File: config.mk
export PLATFORM = sky130hd
export DESIGN_NAME = axi_ram_arbiter
export DESIGN_NICKNAME = d
export VERILOG_FILES = /design/src/rtl/axi_ram_arbiter.sv
export SDC_FILE = /design/constraint.sdc
export NUM_CORES = 1
export LEC_CHECK = 0
export CORE_AREA = 2 2 136 138
export CTS_CLUSTER_DIAMETER = 80
export DETAILED_ROUTE_END_ITERATION = 8
export DIE_AREA = 0 0 138 140
export HOLD_SLACK_MARGIN = 0.1
export PLACE_DENSITY_LB_ADDON = 0.3
export SLEW_MARGIN = 10
export SYNTH_ARGS = -nofsm -noshare
export SYNTH_HDL_FRONTEND = slang
export SYNTH_SLANG_ARGS = --single-unit
File: constraint.sdc
create_clock -name clk_i -period 4.5 [get_ports clk_i]
set_input_delay 0.9 -clock clk_i [delete_from_list [all_inputs] [get_ports clk_i]]
set_output_delay 0.9 -clock clk_i [all_outputs]
set_load 0.05 [all_outputs]
File: src/rtl/axi_ram_arbiter.sv
// Two-requester round-robin front end for a single AXI4 RAM slave.
// Every accepted request turns into exactly one single-beat AXI read or write, one at a time.

module axi_ram_arbiter_rsp #(
    parameter int DATA_W = 32
) (
    input  logic              clk_i,
    input  logic              rst_n_i,
    input  logic              hit_i,
    input  logic              load_i,
    input  logic [DATA_W-1:0] rdata_i,
    output logic              rsp_valid_o,
    output logic [DATA_W-1:0] rsp_rdata_o
);

    always_ff @(posedge clk_i or negedge rst_n_i) begin
        if (!rst_n_i) begin
            rsp_valid_o <= 1'b0;
            rsp_rdata_o <= '0;
        end else begin
            rsp_valid_o <= hit_i;
            if (load_i) rsp_rdata_o <= rdata_i;
        end
    end

endmodule

module axi_ram_arbiter #(
    parameter int ADDR_W = 16,
    parameter int DATA_W = 32,
    parameter int ID_W   = 8,
    parameter int LEN_W  = 8,
    localparam int STRB_W = DATA_W / 8
) (
    input  logic              clk_i,
    input  logic              rst_n_i,

    input  logic              req0_valid_i,
    output logic              req0_ready_o,
    input  logic [ADDR_W-1:0] req0_addr_i,
    input  logic [DATA_W-1:0] req0_wdata_i,
    input  logic [STRB_W-1:0] req0_wstrb_i,
    output logic              rsp0_valid_o,
    output logic [DATA_W-1:0] rsp0_rdata_o,

    input  logic              req1_valid_i,
    output logic              req1_ready_o,
    input  logic [ADDR_W-1:0] req1_addr_i,
    input  logic [DATA_W-1:0] req1_wdata_i,
    input  logic [STRB_W-1:0] req1_wstrb_i,
    output logic              rsp1_valid_o,
    output logic [DATA_W-1:0] rsp1_rdata_o,

    output logic [ID_W-1:0]   axi_awid_o,
    output logic [ADDR_W-1:0] axi_awaddr_o,
    output logic [LEN_W-1:0]  axi_awlen_o,
    output logic [2:0]        axi_awsize_o,
    output logic [1:0]        axi_awburst_o,
    output logic              axi_awvalid_o,
    input  logic              axi_awready_i,

    output logic [DATA_W-1:0] axi_wdata_o,
    output logic [STRB_W-1:0] axi_wstrb_o,
    output logic              axi_wlast_o,
    output logic              axi_wvalid_o,
    input  logic              axi_wready_i,

    input  logic [ID_W-1:0]   axi_bid_i,
    input  logic [1:0]        axi_bresp_i,
    input  logic              axi_bvalid_i,
    output logic              axi_bready_o,

    output logic [ID_W-1:0]   axi_arid_o,
    output logic [ADDR_W-1:0] axi_araddr_o,
    output logic [LEN_W-1:0]  axi_arlen_o,
    output logic [2:0]        axi_arsize_o,
    output logic [1:0]        axi_arburst_o,
    output logic              axi_arvalid_o,
    input  logic              axi_arready_i,

    input  logic [ID_W-1:0]   axi_rid_i,
    input  logic [DATA_W-1:0] axi_rdata_i,
    input  logic [1:0]        axi_rresp_i,
    input  logic              axi_rlast_i,
    input  logic              axi_rvalid_i,
    output logic              axi_rready_o
);

    localparam logic [2:0] S_IDLE    = 3'd0;
    localparam logic [2:0] S_WR      = 3'd1;
    localparam logic [2:0] S_WR_RESP = 3'd2;
    localparam logic [2:0] S_RD_ADDR = 3'd3;
    localparam logic [2:0] S_RD_DATA = 3'd4;

    localparam logic [2:0] AXSIZE = 3'($clog2(STRB_W));
    localparam logic [1:0] BURST_INCR = 2'b01;

    typedef struct packed {
        logic [ADDR_W-1:0] addr;
        logic [DATA_W-1:0] wdata;
        logic [STRB_W-1:0] wstrb;
        logic              idx;
    } req_t;

    logic [2:0] state;
    logic       last_grant;
    req_t       cur;
    req_t       in_req;
    logic       aw_done;
    logic       w_done;

    logic [1:0] req_valid;
    logic       grant_any;
    logic       grant_idx;
    logic       accept;
    logic       aw_hs, w_hs, b_hs, r_hs;
    logic       aw_done_nxt, w_done_nxt;

    logic [1:0]             rsp_hit;
    logic [1:0]             rsp_load;
    logic [1:0]             rsp_valid;
    logic [1:0][DATA_W-1:0] rsp_rdata;

    // Ignored: the RAM answers in order and always OKAY.
    logic unused_inputs;
    assign unused_inputs = ^{axi_bid_i, axi_bresp_i, axi_rid_i, axi_rresp_i, axi_rlast_i};

    // Round robin: with both pending, the side that did not win last time goes.
    assign req_valid = {req1_valid_i, req0_valid_i};
    assign grant_any = |req_valid;
    assign grant_idx = (&req_valid) ? ~last_grant : req_valid[1];
    assign accept    = (state == S_IDLE) && grant_any && rst_n_i;

    assign req0_ready_o = accept && !grant_idx;
    assign req1_ready_o = accept &&  grant_idx;

    always_comb begin
        in_req       = '0;
        in_req.addr  = grant_idx ? req1_addr_i  : req0_addr_i;
        in_req.wdata = grant_idx ? req1_wdata_i : req0_wdata_i;
        in_req.wstrb = grant_idx ? req1_wstrb_i : req0_wstrb_i;
        in_req.idx   = grant_idx;
    end

    assign aw_hs = axi_awvalid_o && axi_awready_i;
    assign w_hs  = axi_wvalid_o  && axi_wready_i;
    assign b_hs  = axi_bready_o  && axi_bvalid_i;
    assign r_hs  = axi_rready_o  && axi_rvalid_i;

    assign aw_done_nxt = aw_done || aw_hs;
    assign w_done_nxt  = w_done  || w_hs;

    always_ff @(posedge clk_i or negedge rst_n_i) begin
        if (!rst_n_i) begin
            state      <= S_IDLE;
            last_grant <= 1'b1;
            cur        <= '0;
            aw_done    <= 1'b0;
            w_done     <= 1'b0;
        end else begin
            case (state)
                S_IDLE: begin
                    if (accept) begin
                        cur        <= in_req;
                        last_grant <= grant_idx;
                        aw_done    <= 1'b0;
                        w_done     <= 1'b0;
                        state      <= (|in_req.wstrb) ? S_WR : S_RD_ADDR;
                    end
                end
                S_WR: begin
                    // AW and W retire independently, in either order.
                    if (aw_done_nxt && w_done_nxt) begin
                        aw_done <= 1'b0;
                        w_done  <= 1'b0;
                        state   <= S_WR_RESP;
                    end else begin
                        aw_done <= aw_done_nxt;
                        w_done  <= w_done_nxt;
                    end
                end
                S_WR_RESP: if (axi_bvalid_i)  state <= S_IDLE;
                S_RD_ADDR: if (axi_arready_i) state <= S_RD_DATA;
                S_RD_DATA: if (axi_rvalid_i)  state <= S_IDLE;
                default:   state <= S_IDLE;
            endcase
        end
    end

    assign axi_awid_o    = {{(ID_W-1){1'b0}}, cur.idx};
    assign axi_awaddr_o  = cur.addr;
    assign axi_awlen_o   = '0;
    assign axi_awsize_o  = AXSIZE;
    assign axi_awburst_o = BURST_INCR;
    assign axi_awvalid_o = (state == S_WR) && !aw_done;

    assign axi_wdata_o   = cur.wdata;
    assign axi_wstrb_o   = cur.wstrb;
    assign axi_wlast_o   = 1'b1;
    assign axi_wvalid_o  = (state == S_WR) && !w_done;

    assign axi_bready_o  = (state == S_WR_RESP);

    assign axi_arid_o    = {{(ID_W-1){1'b0}}, cur.idx};
    assign axi_araddr_o  = cur.addr;
    assign axi_arlen_o   = '0;
    assign axi_arsize_o  = AXSIZE;
    assign axi_arburst_o = BURST_INCR;
    assign axi_arvalid_o = (state == S_RD_ADDR);

    assign axi_rready_o  = (state == S_RD_DATA);

    for (genvar i = 0; i < 2; i++) begin : g_rsp
        assign rsp_hit[i]  = (b_hs || r_hs) && (cur.idx == 1'(i));
        assign rsp_load[i] = r_hs && (cur.idx == 1'(i));

        axi_ram_arbiter_rsp #(.DATA_W(DATA_W)) u_rsp (
            .clk_i       (clk_i),
            .rst_n_i     (rst_n_i),
            .hit_i       (rsp_hit[i]),
            .load_i      (rsp_load[i]),
            .rdata_i     (axi_rdata_i),
            .rsp_valid_o (rsp_valid[i]),
            .rsp_rdata_o (rsp_rdata[i])
        );
    end

    assign rsp0_valid_o = rsp_valid[0];
    assign rsp1_valid_o = rsp_valid[1];
    assign rsp0_rdata_o = rsp_rdata[0];
    assign rsp1_rdata_o = rsp_rdata[1];

endmodule
==> summary.txt <==
Finish
  • Share of layout cells above drive strength 1: 0.152
  • Fin nets: 908
  • Syn-to-layout area delta: 60.7%
  • Fillcell total: 1571
  • N_diodes: 0
  • Most common cell after layout, fill and taps aside: clkdlybuf4s50_1
  • Finished layout cell area: 8940 um2
  • Most frequent cells in the layout: 284 x clkdlybuf4s50_1, 124 x dfrtp_1, 101 x nand2_1

Route
  • DR pass1 iterations: 4
  • Routed WL: 16.0 mm
  • Starting DRT DRC Count: 153
  • Met3 routed WL: 1.26 mm
  • Met1 WL: 5.88 mm
  • Wirelength per Cell: 16.3 um
  • Post-route ant nets: 0
  • DR vias: 4504
  • # DRC: 0
  • Vias per Instance: 4.58
  • Met2 WL: 8.36 mm
  • Max layer used: met4

Worst setup path
  • Worst setup EP type: primary output
  • Critical Path, Cell by Cell: or3b_2, nor2_1, clkdlybuf4s50_1
  • Worst-path fanout max: 10
  • Critical path class: flip-flop to primary output
  • Slowest CP cell: clkdlybuf4s50_1
  • CP Data Required Time: 3.60 ns
  • R2R cell count: 5
  • Worst path arrival time: 2.44 ns
  • Crit start category: flip-flop
  • Max incr delay on CP: 0.84 ns

STA
  • Period utilisation layout: 0.741
  • Worst-margin pin slew: 1.03 ns
  • Final setup fails: 0
  • Period minus WS final: 3.34 ns
  • Unrepaired setup endpoints after global routing: no
  • TNS Setup: 0 ns
  • Max_slew headroom: 0.311
  • Fin. max-slew vios: 0
  • Maximum clock frequency: 300 MHz
  • Final hold violations: 0
  • Clock Skew: 0.00651 ns

Synth
  • Yosys warns: 0
  • Cells after Synth: 476
  • Asr flop ratio synth: 1.00
  • Flops & latches, synth: 125
  • Cell variety after synth: 35
  • Top_reg_cell synth: dfrtp_1
  • Syn Area/Cell: 11.7 um2
  • Register area share after synthesis: 0.563
  • Number of flops mapped to enable cells by yosys: 0
  • Synthesized cell area: 5560 um2

Die
  • Core area: 17800 um2
  • Die height: 140 um
  • Initial Util: 0.313
  • Die width: 138 um
  • IO Count: 350
  • Std-Cell Rows: 49
  • Total Die Area: 19300 um2

CTS
  • Clock sink count: 125
  • CTS tree: yes
  • H-tree Lvls: 4
  • Hold-fix buffers, CTS: 0
  • CTS clk-pin slew, worst paths: 0.06 ns
  • Post-CTS Setup Bufs: 0
  • CTS resizes: 0
  • Num CTS Buffers: 17
  • Longest Clk Path Bufs: 2
  • Clk_lat worst skew: 0.41 ns
  • Clock root cell: clkbuf_16

Global routing
  • Largest net degree at the start of global routing: 84
  • Initial antenna violation count: 0
  • Grt ovf: 0
  • Vias in the first global route: 4696
  • First-pass GRT wire length: 25.0 mm
  • Gr usage total: 0.163

Power
  • Power density over the cells: 850 nW/um2
  • VDD IR-drop max: 0.000505 V
  • Leakage Power: 3.98 nW

Place
  • Buffers added on ports: 287
  • Post-DP Area: 8350 um2
  • RePlAce Congestion: 0.880
  • Dpl hpwl: 11.9 mm

Hold path
  • Min-Delay Path Depth: 2
  • HP Class: flip-flop to flip-flop

Job
  • Max Cap Viol: 0

Outcome
  • Status: finished clean
power breakdown:
part           switching, mW  internal [mW]
clock network          0.528          0.826
logic                   2.81           1.48
registers              0.326           1.63
kinds of logic after synthesis:
logic type | count (synthesis) | synth area share
compound gates | 66 | 0.0886
buf+inv | 88 | 0.109
flops | 125 | 0.563
mux | 70 | 0.141
other cells | 2 | 0.00135
simple gates | 125 | 0.0976
per-stage QoR:
stage	hold WS [ns]	util	total power [mW]	worst slack (ns)	std cells
2_1_floorplan	0.490	-	4.87	1.31	515
3_3_place_gp	0.476	0.470	6.23	1.28	952
3_5_place_dp	0.471	0.470	6.29	1.26	952
4_1_cts	0.484	0.503	7.68	1.14	984
5_1_grt	0.507	0.503	7.94	1.05	984
6_report	0.480	0.503	7.60	1.16	984
area by class of cell:
cell class / count / area (um2) / area share
clock buffers: 18 / 429 / 0.0480
clock inverters: 14 / 156 / 0.0175
inverters: 3 / 11.3 / 0.00126
multi-input cells: 302 / 1990 / 0.223
flip-flops and latches: 125 / 3130 / 0.350
well taps: 229 / 287 / 0.0321
repair buffers: 293 / 2940 / 0.328
metal layers:
layer | global-route usage | up-vias
met3 | 0.0533 | 32
li1 | - | 2075
met5 | 0 | -
met2 | 0.291 | 233
met4 | 0.0800 | 0
met1 | 0.175 | 2164
worst max-delay path: cells and delay by family (launching register included):
family	cells	cell delay, ns
simple gates	2	0.69
buf+inv	1	0.84
flops	1	0.50
path summary, 6_finish.rpt:
check                          startpoint                              to  slack, ns
max                              state[0]                    axi_wvalid_o       1.16
min                        axi_wstrb_o[2]                  axi_wstrb_o[2]       0.48
max reg2reg                      state[1]                 axi_wdata_o[25]       2.05
min reg2reg                axi_wstrb_o[2]                  axi_wstrb_o[2]       0.48
max in group asynchronous         rst_n_i                 axi_wdata_o[29]       2.42
min in group asynchronous         rst_n_i  g_rsp[0].u_rsp.rsp_rdata_o[22]       0.62
cell usage after synthesis (2+ instances only):
cell type | n | area, um2
a211oi_1 | 2 | 15.0
a21o_1 | 3 | 22.5
a22oi_1 | 49 | 368
buf_2 | 11 | 55.1
buf_4 | 58 | 435
buf_6 | 6 | 67.6
clkbuf_1 | 10 | 37.5
conb_1 | 2 | 7.51
dfrtp_1 | 124 | 3100
inv_1 | 3 | 11.3
mux2_2 | 65 | 732
mux2i_1 | 5 | 50.1
nand2_1 | 101 | 379
nor2_1 | 7 | 26.3
nor3b_1 | 3 | 22.5
nor4_1 | 2 | 12.5
nor4b_1 | 2 | 17.5
o21ai_0 | 6 | 30.0
registers in the layout, indices dropped and copies added, names as in the netlist:
name	cells
aw_done	1
axi_araddr_o	16
axi_arid_o	1
axi_wdata_o	32
axi_wstrb_o	4
g_rsp.u_rsp.rsp_rdata_o	64
g_rsp.u_rsp.rsp_valid_o	2
last_grant	1
state	3
w_done	1
(Power assumes the default switching activity.)
